**src/rtl/hsv_core_commit_redirect_if.sv**
```systemverilog
// Commit-stage types and the commit/redirect handshake interface.
//
// hsv_core_commit_pkg : commit_data_t entry produced by the branch/jump
//                       execute stage (action, common.pc, next_pc).
// hsv_core_commit_redirect_if :
//   valid_i          commit entry valid, from execute stage
//   in               commit entry payload
//   stall_o          back-pressure to the execute stage
//   redirect_valid_o fetch redirect request
//   redirect_pc_o    fetch redirect target
//   redirect_ready_i fetch accepts the redirect
//   modport slave  : commit/redirect block side
//   modport master : execute/fetch side
package hsv_core_commit_pkg;

   typedef enum logic [1:0] {
      COMMIT_NEXT      = 2'd0,
      COMMIT_JUMP      = 2'd1,
      COMMIT_EXCEPTION = 2'd2
   } commit_action_t;

   typedef struct packed {
      logic [31:0] pc;
   } commit_common_t;

   typedef struct packed {
      commit_action_t action;
      commit_common_t common;
      logic [31:0]    next_pc;
   } commit_data_t;

endpackage

interface hsv_core_commit_redirect_if;
   import hsv_core_commit_pkg::*;

   logic         valid_i;
   commit_data_t in;
   logic         stall_o;
   logic         redirect_valid_o;
   logic [31:0]  redirect_pc_o;
   logic         redirect_ready_i;

   modport slave (
      input  valid_i, in, redirect_ready_i,
      output stall_o, redirect_valid_o, redirect_pc_o
   );

   modport master (
      output valid_i, in, redirect_ready_i,
      input  stall_o, redirect_valid_o, redirect_pc_o
   );

endinterface

```
**src/rtl/hsv_core_commit_redirect.sv**
```systemverilog
// Commit / control-flow redirect stage.
//
// Retires in-order commit entries from the branch/jump execute stage. A
// mispredicted jump or an exception flushes the pipeline for FLUSH_CYCLES
// cycles and then hands a redirect target to fetch, holding it until fetch
// accepts. The execute stage is stalled for the whole sequence.
//
// Ports:
//   clk_core            core clock, rising edge
//   rst_core            asynchronous active-high reset
//   bus (slave)         valid_i/in commit entry, stall_o,
//                       redirect_valid_o/redirect_pc_o/redirect_ready_i
//   flush_req_o         pipeline flush request
//   retire_o            one-cycle pulse per retired instruction
//   trap_o              one-cycle trap pulse
//   trap_epc_o          pc of the trapping instruction, valid with trap_o
//   mispredict_count_o  number of COMMIT_JUMP entries accepted (wraps)
module hsv_core_commit_redirect #(
   parameter int unsigned FLUSH_CYCLES = 2,
   parameter logic [31:0] TRAP_VECTOR  = 32'h0000_0100,
   parameter int unsigned CNT_W        = 32
) (
   input  logic                       clk_core,
   input  logic                       rst_core,
   hsv_core_commit_redirect_if.slave  bus,
   output logic                       flush_req_o,
   output logic                       retire_o,
   output logic                       trap_o,
   output logic [31:0]                trap_epc_o,
   output logic [CNT_W-1:0]           mispredict_count_o
);
   import hsv_core_commit_pkg::*;

   localparam logic [3:0] FLUSH_LOAD = 4'(FLUSH_CYCLES - 1);

   typedef enum logic [1:0] {
      IDLE     = 2'd0,
      FLUSH    = 2'd1,
      REDIRECT = 2'd2
   } state_t;

   state_t             state, state_n;
   logic [3:0]         flush_cnt, flush_cnt_n;
   logic               flush_n, redirect_valid, redirect_valid_n;
   logic               retire_n, trap_n;
   logic [31:0]        redirect_pc, redirect_pc_n, trap_epc_n;
   logic [CNT_W-1:0]   count_n;

   // Stall depends on the state flop only, never on the inputs.
   assign bus.stall_o          = (state != IDLE);
   assign bus.redirect_valid_o = redirect_valid;
   assign bus.redirect_pc_o    = redirect_pc;

   always_ff @(posedge clk_core or posedge rst_core) begin
      if (rst_core) begin
         state              <= IDLE;
         flush_cnt          <= '0;
         flush_req_o        <= 1'b0;
         redirect_valid     <= 1'b0;
         redirect_pc        <= '0;
         retire_o           <= 1'b0;
         trap_o             <= 1'b0;
         trap_epc_o         <= '0;
         mispredict_count_o <= '0;
      end else begin
         state              <= state_n;
         flush_cnt          <= flush_cnt_n;
         flush_req_o        <= flush_n;
         redirect_valid     <= redirect_valid_n;
         redirect_pc        <= redirect_pc_n;
         retire_o           <= retire_n;
         trap_o             <= trap_n;
         trap_epc_o         <= trap_epc_n;
         mispredict_count_o <= count_n;
      end
   end

   always_comb begin
      state_n          = state;
      flush_cnt_n      = flush_cnt;
      flush_n          = flush_req_o;
      redirect_valid_n = redirect_valid;
      redirect_pc_n    = redirect_pc;
      retire_n         = 1'b0;
      trap_n           = 1'b0;
      trap_epc_n       = trap_epc_o;
      count_n          = mispredict_count_o;

      unique case (state)
         IDLE: begin
            if (bus.valid_i) begin
               unique case (bus.in.action)
                  COMMIT_JUMP: begin
                     retire_n      = 1'b1;
                     redirect_pc_n = bus.in.next_pc;
                     count_n       = mispredict_count_o + 1'b1;
                     flush_cnt_n   = FLUSH_LOAD;
                     flush_n       = 1'b1;
                     state_n       = FLUSH;
                  end
                  COMMIT_EXCEPTION: begin
                     trap_n        = 1'b1;
                     trap_epc_n    = bus.in.common.pc;
                     redirect_pc_n = TRAP_VECTOR;
                     flush_cnt_n   = FLUSH_LOAD;
                     flush_n       = 1'b1;
                     state_n       = FLUSH;
                  end
                  default: retire_n = 1'b1;
               endcase
            end
         end
         FLUSH: begin
            // Counter is loaded with FLUSH_CYCLES-1, so flush stays high
            // for exactly FLUSH_CYCLES cycles before the redirect is raised.
            if (flush_cnt == '0) begin
               flush_n          = 1'b0;
               redirect_valid_n = 1'b1;
               state_n          = REDIRECT;
            end else begin
               flush_cnt_n = flush_cnt - 1'b1;
            end
         end
         REDIRECT: begin
            if (bus.redirect_ready_i) begin
               redirect_valid_n = 1'b0;
               state_n          = IDLE;
            end
         end
         default: state_n = IDLE;
      endcase
   end

endmodule

```
**src/flat_wrapper.sv**
```systemverilog
// flat-port wrapper written by rule: the top's interface ports become plain ports
module hsv_core_commit_redirect_flat import hsv_core_commit_pkg::*;
#(
   parameter int unsigned FLUSH_CYCLES = 2,
   parameter logic [31:0] TRAP_VECTOR  = 32'h0000_0100,
   parameter int unsigned CNT_W        = 32
)
  (clk_core, rst_core, flush_req_o, retire_o, trap_o, trap_epc_o, mispredict_count_o, bus_valid_i, bus_in, bus_redirect_ready_i, bus_stall_o, bus_redirect_valid_o, bus_redirect_pc_o);
  hsv_core_commit_redirect_if bus_i ();
  input  logic clk_core;
  input  logic rst_core;
  output logic flush_req_o;
  output logic retire_o;
  output logic trap_o;
  output logic [31:0] trap_epc_o;
  output logic [CNT_W-1:0] mispredict_count_o;
  input wire logic [$bits(bus_i.valid_i)-1:0] bus_valid_i;
  input wire logic [$bits(bus_i.in)-1:0] bus_in;
  input wire logic [$bits(bus_i.redirect_ready_i)-1:0] bus_redirect_ready_i;
  output wire logic [$bits(bus_i.stall_o)-1:0] bus_stall_o;
  output wire logic [$bits(bus_i.redirect_valid_o)-1:0] bus_redirect_valid_o;
  output wire logic [$bits(bus_i.redirect_pc_o)-1:0] bus_redirect_pc_o;
  assign bus_i.valid_i = bus_valid_i;
  assign bus_i.in = bus_in;
  assign bus_i.redirect_ready_i = bus_redirect_ready_i;
  assign bus_stall_o = bus_i.stall_o;
  assign bus_redirect_valid_o = bus_i.redirect_valid_o;
  assign bus_redirect_pc_o = bus_i.redirect_pc_o;
  hsv_core_commit_redirect #(.FLUSH_CYCLES(FLUSH_CYCLES), .TRAP_VECTOR(TRAP_VECTOR), .CNT_W(CNT_W)) u_core (.clk_core(clk_core), .rst_core(rst_core), .bus(bus_i), .flush_req_o(flush_req_o), .retire_o(retire_o), .trap_o(trap_o), .trap_epc_o(trap_epc_o), .mispredict_count_o(mispredict_count_o));
endmodule
```
**config.mk**
```make
export PLATFORM = sky130hd
export DESIGN_NAME = hsv_core_commit_redirect_flat
export DESIGN_NICKNAME = d
export VERILOG_FILES = /design/src/rtl/hsv_core_commit_redirect_if.sv /design/src/rtl/hsv_core_commit_redirect.sv /design/src/flat_wrapper.sv
export SDC_FILE = /design/constraint.sdc
export NUM_CORES = 1
export LEC_CHECK = 0
export ABC_CLOCK_PERIOD_IN_PS = 3800
export CAP_MARGIN = 5
export CORE_ASPECT_RATIO = 0.5
export CORE_MARGIN = 2
export CORE_UTILIZATION = 60
export CTS_BUF_LIST = sky130_fd_sc_hd__clkbuf_16
export CTS_CLUSTER_DIAMETER = 200
export CTS_CLUSTER_SIZE = 10
export DETAILED_ROUTE_END_ITERATION = 10
export DONT_BUFFER_PORTS = 1
export PLACE_DENSITY = 0.84
export SETUP_SLACK_MARGIN = 0.4
export SYNTH_ARGS = -nofsm -noshare
export SYNTH_HDL_FRONTEND = slang
export SYNTH_SLANG_ARGS = --single-unit
```
**constraint.sdc**
```tcl
create_clock -name clk_core -period 3.8 [get_ports clk_core]
set_clock_uncertainty 0.2 [all_clocks]
set_input_delay 0.57 -clock clk_core [delete_from_list [all_inputs] [get_ports clk_core]]
set_output_delay 0.57 -clock clk_core [all_outputs]
set_load 0.02 [all_outputs]
```
==> flow_summary.toml, run 1 <==
[grt]
grt_start_max_net_pins = 64
overflow = 0
grtUsageTotal = 0.2307
antenna_found_initial = 0
grt_pass1_wl_mm = 14.75
first_global_vias = 2851

[timing]
final_hold_viol_count = 0
period_needed_ps = 2443
fmax_mhz = 409.4
slew_viol_final = 0
min_period_over_period = 0.6428
relSlewSlack = 0.3620
setup_violations = 0
tns_ps = 0
tightest_slew_ps = 948.3
rsz0062_at_grt = "no"

[run_status]
outcome = "completed"

[cts]
cts_inserted_buffers = 9
post_cts_resize_count = 0
h-tree-depth = 3
clk_pin_slew_ps = 70
clkLatencyLatePin_ps = 330
clkSinkCount = 106
post_cts_buffers = 0
cts_buffer_depth = 2
root_buffer = "clkbuf_16"
hold_buffers = 0
cts_tree = "yes"

[pwr]
leakage_nw = 2.217
seqPwrFrac = 0.594
power_mw = 3.782
clkPwrFrac = 0.245
ir_drop_mv = 0.3996
internal_power_mw = 2.324
combPwrFrac = 0.161
swShare = 0.3856
powerDensity_mw_per_mm2 = 773.1
power_switching_mw = 1.459

[worst_setup_path]
start_kind = "register"
required_ps = 3820
critPathKind = "reg -> reg"
r2r_slack_ps = 1360
worst-path-max-fanout = 10
endpoint_kind = "register"
worstPathArrival_ps = 2460

[floorplan]
rows = 22
coreArea_mm2 = 0.007295
start_util = 0.6154
die_area_mm2 = 0.008232
io_pins = 171
die_y_um = 65.17
fp.dieW_um = 126.3

[route]
wl_per_cell_um = 18.75
vias_per_cell = 5.767
routed_wl_mm = 9.171
dr.first_iter.drc_count = 205
drtPass1Iterations = 4
num_vias = 2820
drc = 0
postRouteAntennaNets = 0

[logic_synthesis]
synth_mux_area_frac = 0.08751
synth_edf_count = 0
syn_inst = 388
syn_avg_cell_area_um2 = 11.57
synthAdderAreaFrac = 0.01394
synth-simple-area-share = 0.1837
synth_top_family_by_area = "simple AND/OR/NAND/NOR gates"
synth_compound_area_frac = 0.03790
ys_ff_latch = 106
synth_area_mm2 = 0.004489
synth-async-reset-ratio = 1.000
synth_xor_area_frac = 0.06438
synth.net_count = 463
synth_ff_type = "dfrtp_1"
yosys_warnings = 0
synth_cell_types = 31
yosysSeqAreaShare = 0.5909

[placed_design]
port_buffers = 0
place.gp.congestion = 0.8165
place_hpwl_mm = 6.691

[cells_and_area]
utilization = 0.6707
final_cell_mix = "dfrtp_1 (106), nand2_1 (51), nand2b_1 (35)"
fin_nets = 463
seq_area_mm2 = 0.002653
final_layout_size_suffix_gt1_frac = 0.1527
mostFrequentLayoutCell = "dfrtp_1"
multiInputGateArea_mm2 = 0.001739
nFillCells = 534
area_delta_synth_final_pct = 8.974
antenna_cells = 0

[flow_run]
maxCapViolCount = 0

[hold_path]
hold_class = "in -> async"
[final timing paths]
path                                                 endpoint  depth (start not counted)                         start
worst max-delay path            u_core.mispredict_count_o[31]                          4  u_core.mispredict_count_o[8]
worst min-delay path                    u_core.trap_epc_o[19]                          1                      rst_core
worst max register to register  u_core.mispredict_count_o[31]                          4  u_core.mispredict_count_o[8]
worst min register to register            u_core.flush_cnt[3]                          2           u_core.flush_cnt[3]
max in group asynchronous               u_core.trap_epc_o[16]                          2                      rst_core
min in group clk_core                         u_core.state[1]                          1          bus_redirect_ready_i
[synthesized netlist by cell type, types with 2 or more instances]
cell type	n	area, um2
and2_1	2	12.51
and3_1	4	25.02
and4_1	2	17.52
buf_2	3	15.01
clkbuf_1	11	41.29
dfrtp_1	106	2653
ha_1	5	62.56
inv_1	8	30.03
mux2_2	34	382.9
nand2_1	51	191.4
nand2b_1	35	219.0
nand3_1	18	90.09
nand4_1	9	56.30
nor2_1	12	45.04
nor3_1	7	35.03
nor4_1	2	12.51
o21ai_0	34	170.2
xnor2_1	20	175.2
xor2_1	13	113.9
[per-stage QoR]
| step | worst slack (ps) | hold slack, ps | area (um2) | cells |
|---|---|---|---|---|
| 4_1_cts | 1384 | 121.1 | 4892 | 489 |
| 3_3_place_gp | 1340 | 322.3 | 4588 | 473 |
| 6_report | 1357 | 106.2 | 4892 | 489 |
| 2_1_floorplan | 1684 | 297.7 | 4493 | 388 |
| 3_5_place_dp | 1332 | 361.2 | 4588 | 473 |
| 5_1_grt | 1146 | 140.4 | 4892 | 489 |
[power by group through the flow]
stage	sequential, mW	combinational (mW)	clock [mW]
after floorplan	2.16	0.510	0
after global placement	2.25	0.553	0
after detailed placement	2.27	0.624	0
after CTS	2.25	0.624	0.951
after global routing	2.29	0.701	0.995
final	2.24	0.610	0.927
[flip-flops by register name, summed over array words and instances, names as in the netlist]
name / cells
u_core.bus.redirect_pc_o: 32
u_core.bus.redirect_valid_o: 1
u_core.flush_cnt: 4
u_core.flush_req_o: 1
u_core.mispredict_count_o: 32
u_core.retire_o: 1
u_core.state: 2
u_core.trap_epc_o: 32
u_core.trap_o: 1
[metal layers]
metal	vias up	part of all wire	global-route usage	wire, um
met5	-	0	0	0
met3	12	0.076	0.08388	695
met4	0	0.015	0.06319	138
met1	1399	0.40	0.2842	3671
li1	1303	-	-	-
met2	106	0.51	0.3925	4666
[cell families (layout without fill, tap and decap cells)]
family | count (synthesis) | count (layout)
AOI/OAI and AO/OA | 34 | 34
DFF | 106 | 106
adders and majority gates | 5 | 5
muxes | 35 | 35
xor gates and xnor gates | 33 | 33
buffers and inverters | 23 | 28
and+or+nand+nor | 152 | 152
[final cells by class]
cell class / instances / share of cell area
flip-flops and latches: 106 / 0.5422
multi-input cells: 259 / 0.3555
clock buffers: 9 / 0.04604
well taps: 96 / 0.02455
clock inverters: 7 / 0.01611
repair buffers: 4 / 0.008696
inverters: 8 / 0.006905
[worst max-delay path, cell delays in order, from the launching register on]
cell and delay [ps]:
dfrtp_1 550, nand4_1 240, nor4_2 850, nand4_1 290, xnor2_1 200
Power figures use the tool's default switching activity.
==> run 2: changes to the inputs <==
--- a/config.mk
+++ b/config.mk
@@ -5,17 +5,17 @@
 export SDC_FILE = /design/constraint.sdc
 export NUM_CORES = 1
 export LEC_CHECK = 0
-export ABC_CLOCK_PERIOD_IN_PS = 3800
+export ABC_CLOCK_PERIOD_IN_PS = 2100
 export CAP_MARGIN = 5
 export CORE_ASPECT_RATIO = 0.5
 export CORE_MARGIN = 2
-export CORE_UTILIZATION = 60
+export CORE_UTILIZATION = 57
 export CTS_BUF_LIST = sky130_fd_sc_hd__clkbuf_16
 export CTS_CLUSTER_DIAMETER = 200
 export CTS_CLUSTER_SIZE = 10
 export DETAILED_ROUTE_END_ITERATION = 10
 export DONT_BUFFER_PORTS = 1
-export PLACE_DENSITY = 0.84
+export PLACE_DENSITY = 0.83
 export SETUP_SLACK_MARGIN = 0.4
 export SYNTH_ARGS = -nofsm -noshare
 export SYNTH_HDL_FRONTEND = slang
==> constraint.sdc (replaced) <==
create_clock -name clk_core -period 2.1 [get_ports clk_core]
set_clock_uncertainty 0.2 [all_clocks]
set_input_delay 0.315 -clock clk_core [delete_from_list [all_inputs] [get_ports clk_core]]
set_output_delay 0.315 -clock clk_core [all_outputs]
set_load 0.02 [all_outputs]
==> run 2 against run 1 <==
Clock power rose by 67%. Critical path depth did not move. Fmax rose by 22%. Sequential power rose by 85%. Flip-flop and latch count did not move. Sequential share of layout area fell by 15 points. Clock-buffer cell count did not move. Design area rose by 39%. Power rose by 120%.
==> flow_summary.toml, run 2 (synthesized netlist as in run 1, its figures left out) <==
[floorplan]
fp.dieW_um = 129.5
die_y_um = 66.76
start_util = 0.5996
io_pins = 171
rows = 22
die_area_mm2 = 0.008645
coreArea_mm2 = 0.007487

[worst_setup_path]
cp_slowest_cell = "dfrtp_1"
start_kind = "register"
cpLargestDelayFamily = "simple AND/OR/NAND/NOR gates"
cp_cell_sequence = "nand3_1 > nor3_1 > nand4_1 > xnor2_1"
critPathKind = "reg -> reg"
cp_num_buf_inv = 0
worst-path-max-fanout = 4
max_stage_delay_ps = 540
required_ps = 2130
endpoint_kind = "register"
worstPathArrival_ps = 2020

[cts]
clkSinkCount = 106
cts_buffer_depth = 2
cts_tree = "yes"
clkLatencyLatePin_ps = 350
h-tree-depth = 3
cts_inserted_buffers = 9
root_buffer = "clkbuf_16"
clk_pin_slew_ps = 70

[route]
vias_per_cell = 6.113
drc = 0
postRouteAntennaNets = 0
drtPass1Iterations = 5
wl_per_cell_um = 25.64
dr.first_iter.drc_count = 308
routed_wl_mm = 16.07
num_vias = 3833

[timing]
tns_ps = 0
whs_ps = 66.34
period_needed_ps = 1995
fmax_mhz = 501.3
setup_ws_ps = 105.3
setup_violations = 0
tightest_slew_ps = 542.8
final_hold_viol_count = 0
relSlewSlack = 0.6381
rsz0062_at_grt = "yes"
slew_viol_final = 0
min_period_over_period = 0.9498

[grt]
overflow = 0
grtUsageTotal = 0.2851
antenna_found_initial = 1
first_global_vias = 3698
grt_start_max_net_pins = 107
grt_pass1_wl_mm = 18.13

[pwr]
ir_drop_mv = 0.7406
leakage_nw = 3.155
powerDensity_mw_per_mm2 = 1225

[run_status]
outcome = "completed"

[cells_and_area]
area_delta_synth_final_pct = 51.31
final_layout_size_suffix_gt1_frac = 0.3707
final_cells = 627
design_area_mm2 = 0.006793
final_cell_mix = "dfrtp_1 (92), dlygate4sd3_1 (67), nand2_1 (33), nand2b_1 (33), mux2_4 (33)"
mostFrequentLayoutCell = "dfrtp_1"
nFillCells = 260
fin_nets = 589

[placed_design]
port_buffers = 0
place_hpwl_mm = 6.390
place.gp.congestion = 0.7797
place_area_mm2 = 0.004891
post-place-ws_ps = 69.45
dp.cells = 503

[hold_path]
hold_class = "in -> reg"

[flow_run]
maxCapViolCount = 0
-- run 2: changes by cell type in the layout (fill, tap and decap cells not counted), sizes merged --
cell and change:
clkbuf +4, diode +1, buf +55, dlygate4sd3 +67, bufinv -1
-- run 2: report_power, final --
part / internal (mW) / total (mW) / switching, mW
logic: 1.44 / 2.62 / 1.18
clock network: 0.790 / 1.55 / 0.758
registers: 2.73 / 4.15 / 1.43
total: 4.95 / 8.32 / 3.37
-- run 2: repair_timing --
action	4_1_cts	5_1_grt
cloned	3	10
pin swaps	8	25
buffers inserted	16	12
setup endpoints to repair	61	100
resized for setup	25	129
endpoints found under the hold margin	173	0
hold buffers	67	0
-- run 2: area by class of cell --
type	instances	area [um2]	area share
Multi-Input combinational cell	259	2242	0.3301
Inverter	8	36.28	0.005342
Clock buffer	9	225.2	0.03316
Clock inverter	6	36.28	0.005342
Timing Repair Buffer	130	1445	0.2127
Sequential cell	106	2670	0.3931
Antenna cell	1	2.502	0.0003684
Tap cell	108	135.1	0.01989
-- run 2: through the flow --
| step | power (mW) | util |
|---|---|---|
| after CTS | 7.205 | 0.8200 |
| final | 8.322 | 0.9073 |
| after floorplan | 4.888 | - |
| after global routing | 8.612 | 0.9073 |
| after detailed placement | 5.358 | 0.6532 |
| after global placement | 5.209 | 0.6532 |
-- run 2: metal layers --
| metal | global-route usage | vias to the layer above | routed length (um) |
|---|---|---|---|
| met2 | 0.5250 | 235 | 8423 |
| met4 | 0.1667 | 0 | 839 |
| met5 | 0 | - | 0 |
| li1 | - | 1556 | - |
| met1 | 0.2887 | 1961 | 5711 |
| met3 | 0.09237 | 81 | 1100 |
-- run 2: final timing paths --
| kind | start | to | slack [ps] | depth (start not counted) |
|---|---|---|---|---|
| worst min register to register | u_core.mispredict_count_o[13] | u_core.mispredict_count_o[13] | 410 | 1 |
| worst min-delay path | bus_in[65] | u_core.flush_cnt[3] | 70 | 3 |
| worst max register to register | u_core.mispredict_count_o[21] | u_core.mispredict_count_o[31] | 110 | 4 |
| max in group asynchronous | rst_core | u_core.mispredict_count_o[8] | 840 | 3 |
| min in group asynchronous | rst_core | u_core.mispredict_count_o[15] | 440 | 3 |
| worst max-delay path | u_core.mispredict_count_o[21] | u_core.mispredict_count_o[31] | 110 | 4 |
-- run 2: worst register-to-register path, stage by stage, from the launching register on --
cell and delay [ps]:
dfrtp_1 540, nand3_1 310, nor3_1 470, nand4_1 200
xnor2_1 160
